File: config.mk
export PLATFORM = sky130hd
export DESIGN_NAME = uart_core_flat
export DESIGN_NICKNAME = d
export VERILOG_FILES = /design/src/rtl/uart_core_if.sv /design/src/rtl/uart_core.sv /design/src/flat_wrapper.sv
export SDC_FILE = /design/constraint.sdc
export NUM_CORES = 1
export LEC_CHECK = 0
export ABC_CLOCK_PERIOD_IN_PS = 3620
export CORE_MARGIN = 2
export CORE_UTILIZATION = 52
export DETAILED_ROUTE_END_ITERATION = 16
export MAX_ROUTING_LAYER = met4
export PLACE_DENSITY = 0.74
export SETUP_SLACK_MARGIN = 0.05
export SLEW_MARGIN = 10
export SYNTH_ARGS = -nofsm -noshare
export SYNTH_HDL_FRONTEND = slang
export SYNTH_SLANG_ARGS = --single-unit
File: constraint.sdc
create_clock -name clk -period 3.62 [get_ports clk]
set_input_delay 1.086 -clock clk [delete_from_list [all_inputs] [get_ports clk]]
set_output_delay 1.086 -clock clk [all_outputs]
set_load 0.05 [all_outputs]
File: src/rtl/uart_core_if.sv
// Core-bus access channel for the memory-mapped UART: strobe, direction, address
// and data out from the CPU; registered read data and a one-cycle ready back.
`timescale 1ns/1ps

interface uart_core_if;
  logic        cs;
  logic        we;
  logic [7:0]  address;
  logic [31:0] write_data;
  logic [31:0] read_data;
  logic        ready;

  modport master (output cs, output we, output address, output write_data,
                  input  read_data, input ready);
  modport slave  (input  cs, input  we, input  address, input  write_data,
                  output read_data, output ready);
endinterface

File: src/rtl/uart_core.sv
// 8N1 UART with a memory-mapped register file: an RX deserialiser feeding a one-byte
// holding register with sticky overrun/framing flags, and a TX serialiser.
`timescale 1ns/1ps

module uart_core #(
  parameter logic [15:0] DEFAULT_BIT_RATE = 16'd217
) (
  input  logic        clk,
  input  logic        rst_n,
  uart_core_if.slave  bus,
  input  logic        rxd,
  output logic        txd
);

  typedef enum logic [1:0] {
    S_IDLE  = 2'd0,
    S_START = 2'd1,
    S_DATA  = 2'd2,
    S_STOP  = 2'd3
  } state_t;

  // Bus side: accepted request is latched so its side effects land in the ready cycle.
  logic        r_ready;
  logic [31:0] r_rdata;
  logic        r_acc_we;
  logic [7:0]  r_acc_addr;
  logic [15:0] r_acc_wdata;
  logic        w_accept;
  logic [31:0] w_rd_mux;
  logic        w_unused_wdata;

  logic        w_wr_tx, w_wr_rate, w_wr_clr, w_rd_rx;

  logic [15:0] r_bit_rate;
  logic        r_rx_valid, r_overrun, r_frame_err;
  logic [7:0]  r_rx_data;

  state_t      r_tx_state, w_tx_state_n;
  logic [15:0] r_tx_cnt, w_tx_cnt_n, r_tx_rate, w_tx_rate_n;
  logic [2:0]  r_tx_bit, w_tx_bit_n;
  logic [7:0]  r_tx_shift, w_tx_shift_n;
  logic        r_txd, w_txd_n, w_tx_end, w_tx_busy;

  state_t      r_rx_state, w_rx_state_n;
  logic [15:0] r_rx_cnt, w_rx_cnt_n, r_rx_rate, w_rx_rate_n;
  logic [2:0]  r_rx_bit, w_rx_bit_n;
  logic [7:0]  r_rx_shift, w_rx_shift_n;
  logic        r_rx_brk, w_rx_brk_n;
  logic        r_rx_s1, r_rx_s2, r_rx_prev;
  logic        w_rx_done, w_rx_ferr, w_rx_end;

  assign w_accept       = bus.cs && !r_ready;
  assign w_unused_wdata = ^bus.write_data[31:16];
  assign bus.ready      = r_ready;
  assign bus.read_data  = r_rdata;
  assign txd            = r_txd;

  assign w_wr_tx   = r_ready &&  r_acc_we && (r_acc_addr == 8'h02);
  assign w_wr_rate = r_ready &&  r_acc_we && (r_acc_addr == 8'h03);
  assign w_wr_clr  = r_ready &&  r_acc_we && (r_acc_addr == 8'h04);
  assign w_rd_rx   = r_ready && !r_acc_we && (r_acc_addr == 8'h01);
  assign w_tx_busy = (r_tx_state != S_IDLE);

  // Read multiplexer evaluated in the accept cycle
  always_comb begin
    w_rd_mux = 32'd0;
    case (bus.address)
      8'h00:   w_rd_mux = {28'd0, r_frame_err, r_overrun, w_tx_busy, r_rx_valid};
      8'h01:   w_rd_mux = {24'd0, r_rx_data};
      8'h03:   w_rd_mux = {16'd0, r_bit_rate};
      default: w_rd_mux = 32'd0;
    endcase
  end

  // Bus handshake registers
  always_ff @(posedge clk or negedge rst_n) begin
    if (!rst_n) begin
      r_ready     <= 1'b0;
      r_rdata     <= 32'd0;
      r_acc_we    <= 1'b0;
      r_acc_addr  <= 8'd0;
      r_acc_wdata <= 16'd0;
    end else begin
      r_ready <= w_accept;
      if (w_accept) begin
        r_acc_we    <= bus.we;
        r_acc_addr  <= bus.address;
        r_acc_wdata <= bus.write_data[15:0];
        r_rdata     <= bus.we ? 32'd0 : w_rd_mux;
      end else begin
        r_rdata <= 32'd0;
      end
    end
  end

  // Control/status registers; a new error beats a same-cycle clear
  always_ff @(posedge clk or negedge rst_n) begin
    if (!rst_n) begin
      r_bit_rate  <= DEFAULT_BIT_RATE;
      r_rx_valid  <= 1'b0;
      r_overrun   <= 1'b0;
      r_frame_err <= 1'b0;
      r_rx_data   <= 8'd0;
    end else begin
      if (w_wr_rate) begin
        r_bit_rate <= (r_acc_wdata < 16'd4) ? 16'd4 : r_acc_wdata;
      end
      if (w_rx_done && (!r_rx_valid || w_rd_rx)) begin
        r_rx_data  <= r_rx_shift;
        r_rx_valid <= 1'b1;
      end else if (w_rd_rx) begin
        r_rx_valid <= 1'b0;
      end
      if (w_rx_done && r_rx_valid && !w_rd_rx) begin
        r_overrun <= 1'b1;
      end else if (w_wr_clr && r_acc_wdata[2]) begin
        r_overrun <= 1'b0;
      end
      if (w_rx_ferr) begin
        r_frame_err <= 1'b1;
      end else if (w_wr_clr && r_acc_wdata[3]) begin
        r_frame_err <= 1'b0;
      end
    end
  end

  assign w_tx_end = (r_tx_cnt == r_tx_rate - 16'd1);

  // TX next state; txd is registered from the next-state view so it moves on bit boundaries
  always_comb begin
    w_tx_state_n = r_tx_state;
    w_tx_cnt_n   = r_tx_cnt + 16'd1;
    w_tx_bit_n   = r_tx_bit;
    w_tx_shift_n = r_tx_shift;
    w_tx_rate_n  = r_tx_rate;
    w_txd_n      = 1'b1;
    case (r_tx_state)
      S_IDLE: begin
        w_tx_cnt_n = 16'd0;
        if (w_wr_tx) begin
          w_tx_state_n = S_START;
          w_tx_rate_n  = r_bit_rate;
          w_tx_shift_n = r_acc_wdata[7:0];
          w_txd_n      = 1'b0;
        end else begin
          w_txd_n = 1'b1;
        end
      end
      S_START: begin
        w_txd_n = 1'b0;
        if (w_tx_end) begin
          w_tx_state_n = S_DATA;
          w_tx_cnt_n   = 16'd0;
          w_tx_bit_n   = 3'd0;
          w_txd_n      = r_tx_shift[0];
        end else begin
          w_txd_n = 1'b0;
        end
      end
      S_DATA: begin
        w_txd_n = r_tx_shift[0];
        if (w_tx_end) begin
          w_tx_cnt_n = 16'd0;
          if (r_tx_bit == 3'd7) begin
            w_tx_state_n = S_STOP;
            w_txd_n      = 1'b1;
          end else begin
            w_tx_bit_n   = r_tx_bit + 3'd1;
            w_tx_shift_n = {1'b0, r_tx_shift[7:1]};
            w_txd_n      = r_tx_shift[1];
          end
        end else begin
          w_txd_n = r_tx_shift[0];
        end
      end
      S_STOP: begin
        w_txd_n = 1'b1;
        if (w_tx_end) begin
          w_tx_state_n = S_IDLE;
          w_tx_cnt_n   = 16'd0;
        end else begin
          w_tx_state_n = S_STOP;
        end
      end
      default: begin
        w_tx_state_n = S_IDLE;
        w_tx_cnt_n   = 16'd0;
      end
    endcase
  end

  // TX state register
  always_ff @(posedge clk or negedge rst_n) begin
    if (!rst_n) begin
      r_tx_state <= S_IDLE;
      r_tx_cnt   <= 16'd0;
      r_tx_bit   <= 3'd0;
      r_tx_shift <= 8'd0;
      r_tx_rate  <= DEFAULT_BIT_RATE;
      r_txd      <= 1'b1;
    end else begin
      r_tx_state <= w_tx_state_n;
      r_tx_cnt   <= w_tx_cnt_n;
      r_tx_bit   <= w_tx_bit_n;
      r_tx_shift <= w_tx_shift_n;
      r_tx_rate  <= w_tx_rate_n;
      r_txd      <= w_txd_n;
    end
  end

  assign w_rx_end = (r_rx_cnt == r_rx_rate - 16'd1);

  // RX next state; r_rx_brk holds STOP after a bad stop bit until the line returns high
  always_comb begin
    w_rx_state_n = r_rx_state;
    w_rx_cnt_n   = r_rx_cnt + 16'd1;
    w_rx_bit_n   = r_rx_bit;
    w_rx_shift_n = r_rx_shift;
    w_rx_rate_n  = r_rx_rate;
    w_rx_brk_n   = r_rx_brk;
    w_rx_done    = 1'b0;
    w_rx_ferr    = 1'b0;
    case (r_rx_state)
      S_IDLE: begin
        w_rx_cnt_n = 16'd0;
        w_rx_brk_n = 1'b0;
        if (r_rx_prev && !r_rx_s2) begin
          w_rx_state_n = S_START;
          w_rx_rate_n  = r_bit_rate;
        end else begin
          w_rx_state_n = S_IDLE;
        end
      end
      S_START: begin
        if (r_rx_cnt == {1'b0, r_rx_rate[15:1]}) begin
          w_rx_cnt_n   = 16'd0;
          w_rx_bit_n   = 3'd0;
          w_rx_state_n = r_rx_s2 ? S_IDLE : S_DATA;
        end else begin
          w_rx_state_n = S_START;
        end
      end
      S_DATA: begin
        if (w_rx_end) begin
          w_rx_cnt_n   = 16'd0;
          w_rx_shift_n = {r_rx_s2, r_rx_shift[7:1]};
          w_rx_bit_n   = r_rx_bit + 3'd1;
          w_rx_state_n = (r_rx_bit == 3'd7) ? S_STOP : S_DATA;
        end else begin
          w_rx_state_n = S_DATA;
        end
      end
      S_STOP: begin
        if (r_rx_brk) begin
          w_rx_cnt_n   = r_rx_cnt;
          w_rx_state_n = r_rx_s2 ? S_IDLE : S_STOP;
        end else if (w_rx_end) begin
          if (r_rx_s2) begin
            w_rx_done    = 1'b1;
            w_rx_state_n = S_IDLE;
          end else begin
            w_rx_ferr  = 1'b1;
            w_rx_brk_n = 1'b1;
          end
        end else begin
          w_rx_state_n = S_STOP;
        end
      end
      default: begin
        w_rx_state_n = S_IDLE;
        w_rx_cnt_n   = 16'd0;
      end
    endcase
  end

  // RX synchroniser, edge history and state register
  always_ff @(posedge clk or negedge rst_n) begin
    if (!rst_n) begin
      r_rx_s1    <= 1'b1;
      r_rx_s2    <= 1'b1;
      r_rx_prev  <= 1'b1;
      r_rx_state <= S_IDLE;
      r_rx_cnt   <= 16'd0;
      r_rx_bit   <= 3'd0;
      r_rx_shift <= 8'd0;
      r_rx_rate  <= DEFAULT_BIT_RATE;
      r_rx_brk   <= 1'b0;
    end else begin
      r_rx_s1    <= rxd;
      r_rx_s2    <= r_rx_s1;
      r_rx_prev  <= r_rx_s2;
      r_rx_state <= w_rx_state_n;
      r_rx_cnt   <= w_rx_cnt_n;
      r_rx_bit   <= w_rx_bit_n;
      r_rx_shift <= w_rx_shift_n;
      r_rx_rate  <= w_rx_rate_n;
      r_rx_brk   <= w_rx_brk_n;
    end
  end

endmodule

File: src/flat_wrapper.sv
// flat-port wrapper written by rule: the top's interface ports become plain ports
module uart_core_flat 
#(
  parameter logic [15:0] DEFAULT_BIT_RATE = 16'd217
)
  (clk, rst_n, rxd, txd, bus_cs, bus_we, bus_address, bus_write_data, bus_read_data, bus_ready);
  uart_core_if bus_i ();
  input  logic clk;
  input  logic rst_n;
  input  logic rxd;
  output logic txd;
  input wire logic [$bits(bus_i.cs)-1:0] bus_cs;
  input wire logic [$bits(bus_i.we)-1:0] bus_we;
  input wire logic [$bits(bus_i.address)-1:0] bus_address;
  input wire logic [$bits(bus_i.write_data)-1:0] bus_write_data;
  output wire logic [$bits(bus_i.read_data)-1:0] bus_read_data;
  output wire logic [$bits(bus_i.ready)-1:0] bus_ready;
  assign bus_i.cs = bus_cs;
  assign bus_i.we = bus_we;
  assign bus_i.address = bus_address;
  assign bus_i.write_data = bus_write_data;
  assign bus_read_data = bus_i.read_data;
  assign bus_ready = bus_i.ready;
  uart_core #(.DEFAULT_BIT_RATE(DEFAULT_BIT_RATE)) u_core (.clk(clk), .rst_n(rst_n), .bus(bus_i), .rxd(rxd), .txd(txd));
endmodule
Word level (Yosys, flattened, before mapping):

Index checks and enable logic that the tools add are counted.

* multiplexer cells: 58
* reduce and logical (&&, ||, !) cells: 38
* add/sub/neg operators: 6
* equal/unequal tests: 26
* order comparisons: 1

Operator list (count)
* $mux 16: 6
* $pmux 16 s4: 1
* $pmux 16 s3: 1
* $add 16x1->16 const B: 2
* $eq 16x16->1: 2
* $mux 32: 1
* $pmux 16 s2: 1
* $sub 16x1->16 const B: 2
* $eq 8x2->1 const B: 3
* $mux 2: 12
* $mux 8: 3
* $mux 1: 21
* $eq 16x15->1: 1
* $eq 8x1->1 const B: 2
* $lt 16x3->1 const B: 1
* $pmux 2 s4: 2
* $pmux 8 s2: 1
* $reduce_bool 2->1: 8
* $mux 3: 5
* $logic_and 1x1->1: 13
* $ne 2x1->1 const B: 6
* $pmux 3 s2: 2
* $reduce_and 4->1: 3
* $eq 2x2->1 const B: 4
* 15 further kinds: 26

* register bits after elaboration: 180
* input bits: 45
* word-level logic and storage cells: 154
* output and inout port bits: 34

Longest topological paths before layout:

* depth after elaboration: 8
* gate-level depth with buffers: 13
* depth with buffers taken out: 11

Worst setup path before layout:

Ideal clock, no wire load.

* path type: reg-to-reg
* start point: reg u_core.r_rx_rate[1]
* end point: reg u_core.r_rx_data[0]
* cell stages (with the launch flop): 13
* arrival time: 3.274 ns
* slack: 0.221 ns
* period minus slack after synthesis: 3.399 ns
* cells stage by stage: dfrtp_1 > inv_1 > ha_1 > nor3b_1 > nand3_1 > xnor2_1 > a2111o_1 > a211o_1 > or3_1 > buf_2 > or3_4 > a21oi_4 > mux2_2

* word-level cells in the longest chain between the ends: 6

RTL lines
* start, declared: line uart_core.sv:45 `logic [15:0] r_rx_cnt, w_rx_cnt_n, r_rx_rate, w_rx_rate_n;`
* start signal, assigned: line uart_core.sv:296 `r_rx_rate <= w_rx_rate_n;`
* $sub 16x1->16: line uart_core.sv:211 `assign w_rx_end = (r_rx_cnt == r_rx_rate - 16'd1);`
* $eq 16x16->1: line uart_core.sv:211
* $mux 1: line uart_core.sv:257 `end else if (w_rx_end) begin`
* $mux 1: line uart_core.sv:254 `if (r_rx_brk) begin`
* $mux 1: line uart_core.sv:223 `case (r_rx_state)`
* $logic_and 1x1->1: line uart_core.sv:108 `if (w_rx_done && (!r_rx_valid || w_rd_rx)) begin`
* end signal, assigned: line uart_core.sv:109 `r_rx_data <= r_rx_shift;`
* end, declared: line uart_core.sv:36 `logic [7:0] r_rx_data;`

Every way passes these cells.
A chain may end at the register's enable or synchronous reset.

Worst setup path in the final report:

* start point: reg u_core.r_rx_rate[0]
* end point: reg u_core.r_rx_data[0]

Same word-level chain as after synthesis.

==> impl_metrics.sql <==
INSERT INTO impl_metrics (metric_group, metric, value, unit) VALUES
('place', 'io_buffer_count', '46', ''),
('die', 'fp-row-count', '46', ''),
('cells_and_area', 'final_common_cell', 'sky130_fd_sc_hd__dfrtp_1', ''),
('global_routing', 'grt_start_max_net_pins', '77', ''),
('power', 'finalPower', '4432', 'uW'),
('cts', 'numCtsBuffers', '17', ''),
('routing', 'post_drt_wl_per_cell', '16.89', 'um'),
('cells_and_area', 'final_cell_mix', 'sky130_fd_sc_hd__dfrtp_1, sky130_fd_sc_hd__mux2_2, sky130_fd_sc_hd__nor2_1, sky130_fd_sc_hd__nand2_1, sky130_fd_sc_hd__xor2_1', ''),
('timing', 'slew_headroom', '0.4187', ''),
('synthesis', 'synth.top_cells.by_area', 'sky130_fd_sc_hd__dfrtp_1, sky130_fd_sc_hd__mux2_2, sky130_fd_sc_hd__dfstp_2, sky130_fd_sc_hd__xor2_1, sky130_fd_sc_hd__nor2_1', ''),
('power', 'pwr-share-clk', '0.443', ''),
('worst_setup_path', 'end_kind', 'flip-flop', ''),
('routing', 'drt-pass1-iter-count', '5', ''),
('die', 'die-height', '130.7', 'um'),
('routing', 'via_per_inst', '5.525', ''),
('synthesis', 'synth_cell_types', '57', ''),
('power', 'leakage', '0.004471', 'uW'),
('power', 'powerDensity', '458.7', 'mW/mm2'),
('timing', 'period_share', '0.9680', ''),
('timing', 'skew', '0.01431', 'ns'),
('synthesis', 'yosys_register_bits', '164', ''),
('place', 'globalplace.congestion', '0.9050', ''),
('die', 'die_w', '130.7', 'um'),
('cts', 'cts-htree-levels', '4', ''),
('die', 'floorplan.io_pins', '79', ''),
('timing', 'whs', '0.3592', 'ns'),
('cts', 'path_clk_slew', '0.06', 'ns'),
('synthesis', 'synth_top_area_share', '0.4349', ''),
('routing', 'dr_total_vias', '5763', ''),
('routing', 'drt.antenna.violating_nets', '0', ''),
('cts', 'clock_tree.root_cell', 'sky130_fd_sc_hd__clkbuf_16', ''),
('cells_and_area', 'finish.net_count', '871', ''),
('hold_path', 'hp-class', 'reg2reg', ''),
('synthesis', 'synth_seq_area_share', '0.4948', ''),
('power', 'seq_power_share', '0.451', ''),
('routing', 'drc_errors', '0', ''),
('timing', 'finalMaxSlewViolations', '0', ''),
('cells_and_area', 'finalNonFillerCells', '1043', ''),
('synthesis', 'synth-edff-count', '0', ''),
('synthesis', 'mapped_area', '0.008343', 'mm2'),
('global_routing', 'grt_pass1_vias', '5712', ''),
('cells_and_area', 'diodes', '0', ''),
('global_routing', 'met1_usage', '0.2844', ''),
('synthesis', 'leading_register_cell_type_out_of_synthesis', 'sky130_fd_sc_hd__dfrtp_1', ''),
('timing', 'rsz0062_at_grt', 'true', ''),
('timing', 'max_freq', '285.4', 'MHz'),
('timing', 'finalWorstSetupSlack', '0.1157', 'ns'),
('place', 'placed_cells_incl_taps', '1010', ''),
('timing', 'setup-violations-final', '0', ''),
('timing', 'finalCriticalPeriod', '3.504', 'ns'),
('power', 'cell_internal_pwr', '3328', 'uW'),
('cts', 'cts_hold_buf', '0', ''),
('die', 'fp.dieArea', '0.01707', 'mm2'),
('run_status', 'outcome', 'complete, no violations', ''),
('cells_and_area', 'drive_gt1_frac', '0.2140', ''),
('synthesis', 'synthesized_instance_count', '772', ''),
('timing', 'final_sum_of_negative_setup_slack', '0', 'ns'),
('worst_setup_path', 'worst_setup_path_start_kind', 'flip-flop', ''),
('worst_setup_path', 'timing.critical_path.required', '3.94', 'ns'),
('place', 'dp.final_hpwl', '12500', 'um'),
('synthesis', 'yosys.area.top_type', 'sky130_fd_sc_hd__dfrtp_1', ''),
('global_routing', 'grt_first_pass_wirelength', '28760', 'um'),
('global_routing', 'grt_use_met3', '0.04642', ''),
('place', 'post-place-ws', '0.003341', 'ns'),
('power', 'comb_power_share', '0.106', ''),
('cts', 'clock_tree.buffer_depth', '2', ''),
('global_routing', 'grt_most_used_layer', 'met2', ''),
('synthesis', 'synthesis.yosys.warnings', '0', ''),
('power', 'vdd_ir_drop_max', '0.4302', 'mV'),
('die', 'start_util', '0.5290', ''),
('timing', 'final_hold_viol_count', '0', '');
-- timing repair --
item / CTS / global route
buffers inserted: 0 / 0
endpoints found under the hold margin: 0 / 0
pin swaps: 0 / 0
resized for setup: 1 / 5
gates cloned: 0 / 0
setup endpoints to repair: 8 / 8
-- synthesized netlist by cell type (6+ instances only) --
master and count:
sky130_fd_sc_hd__dfrtp_1 145, sky130_fd_sc_hd__mux2_2 95, sky130_fd_sc_hd__nor2_1 66, sky130_fd_sc_hd__nand2_1 59, sky130_fd_sc_hd__xor2_1 48, sky130_fd_sc_hd__clkbuf_1 31, sky130_fd_sc_hd__xnor2_1 27, sky130_fd_sc_hd__o21ai_0 25
sky130_fd_sc_hd__nand3_1 22, sky130_fd_sc_hd__inv_1 21, sky130_fd_sc_hd__mux2i_1 20, sky130_fd_sc_hd__dfstp_2 19, sky130_fd_sc_hd__buf_4 17, sky130_fd_sc_hd__nor3_1 16, sky130_fd_sc_hd__nor4_1 14, sky130_fd_sc_hd__ha_1 12
sky130_fd_sc_hd__nor2b_1 11, sky130_fd_sc_hd__a21oi_1 10, sky130_fd_sc_hd__and2_1 10, sky130_fd_sc_hd__and3_1 8, sky130_fd_sc_hd__nand2b_1 8, sky130_fd_sc_hd__nand4_1 8, sky130_fd_sc_hd__nand3b_1 6
-- metal layers --
metal | routed length [um] | share of wire | vias up
met5 | 0 | 0 | -
met4 | 351 | 0.020 | 0
met3 | 722 | 0.041 | 29
met2 | 8857 | 0.50 | 143
met1 | 7688 | 0.44 | 2868
li1 | - | - | 2723
-- sequential cells by signal, indices dropped and copies added, names as in the netlist, 3 cells and up --
signal,flops
u_core.r_tx_shift,8
u_core.r_rx_rate,16
u_core.r_tx_cnt,16
u_core.r_rx_bit,3
u_core.r_rx_shift,8
u_core.r_rx_cnt,16
u_core.r_bit_rate,16
u_core.r_tx_bit,3
u_core.r_acc_addr,8
u_core.bus.read_data,16
u_core.r_acc_wdata,16
u_core.r_tx_rate,16
u_core.r_rx_data,8
-- power groups by stage --
stage          clock, uW  combinational (uW)  sequential [uW]
2_1_floorplan          0                 326             2000
3_3_place_gp           0                 439             2020
3_5_place_dp           0                 452             2030
4_1_cts             1980                 457             2000
5_1_grt             2070                 512             2010
6_report            1960                 471             2000
-- path summary, 6_finish.rpt --
path | cells after the start | slack (ns) | start | endpoint
setup reg to reg | 10 | 0.12 | u_core.r_rx_rate[0]$_DFFE_PN1P_ | u_core.r_rx_data[0]$_DFFE_PN0P_
max in group asynchronous | 2 | 2.11 | rst_n | u_core.r_rx_rate[6]$_DFFE_PN1P_
min in group asynchronous | 1 | 0.67 | rst_n | u_core.r_rx_shift[6]$_DFFE_PN0P_
hold reg to reg | 0 | 0.36 | u_core.r_rx_s1$_DFF_PN1_ | u_core.r_rx_s2$_DFF_PN1_
setup / recovery | 10 | 0.12 | u_core.r_rx_rate[0]$_DFFE_PN1P_ | u_core.r_rx_data[0]$_DFFE_PN0P_
hold / removal | 0 | 0.36 | u_core.r_rx_s1$_DFF_PN1_ | u_core.r_rx_s2$_DFF_PN1_
-- layout make-up --
cell class | count | area (um2)
fillers | 1270 | 6107
clock buffers | 19 | 452.9
clock inverters | 13 | 196.4
inverters | 21 | 78.83
multi-input cells | 548 | 3954
well taps | 216 | 270.3
flip-flops and latches | 164 | 4129
repair buffers | 62 | 581.8
-- stage by stage --
stage,cell area (um2),util
after detailed placement,8977,0.5693
after global placement,8977,0.5693
final,9663,0.6127
after floorplan,8399,-
after CTS,9632,0.6108
after global routing,9663,0.6127
-- cells by family after synthesis --
kind of cell             Yosys count  synth area share
AO/OA/AOI/OAI                     75           0.05954
XOR/XNOR                          75           0.07873
adder cells (fa/ha/maj)           12           0.01800
buffers and inverters             75           0.04169
flip-flops                       164            0.4948
multiplexers                     115            0.1522
other                              1         0.0004495
AND/OR/NAND/NOR                  255            0.1546
-- worst max-delay path, stage by stage (launching register included) --
cell	delay, ns
sky130_fd_sc_hd__dfstp_2	0.37
sky130_fd_sc_hd__buf_4	0.14
sky130_fd_sc_hd__or4_4	0.57
sky130_fd_sc_hd__or4_4	0.43
sky130_fd_sc_hd__o32ai_2	0.12
sky130_fd_sc_hd__a21oi_1	0.07
sky130_fd_sc_hd__a211o_1	0.31
sky130_fd_sc_hd__or3_1	0.34
sky130_fd_sc_hd__or3_4	0.38
sky130_fd_sc_hd__a21oi_4	0.28
sky130_fd_sc_hd__mux2_2	0.38
(Power assumes the default switching activity.)
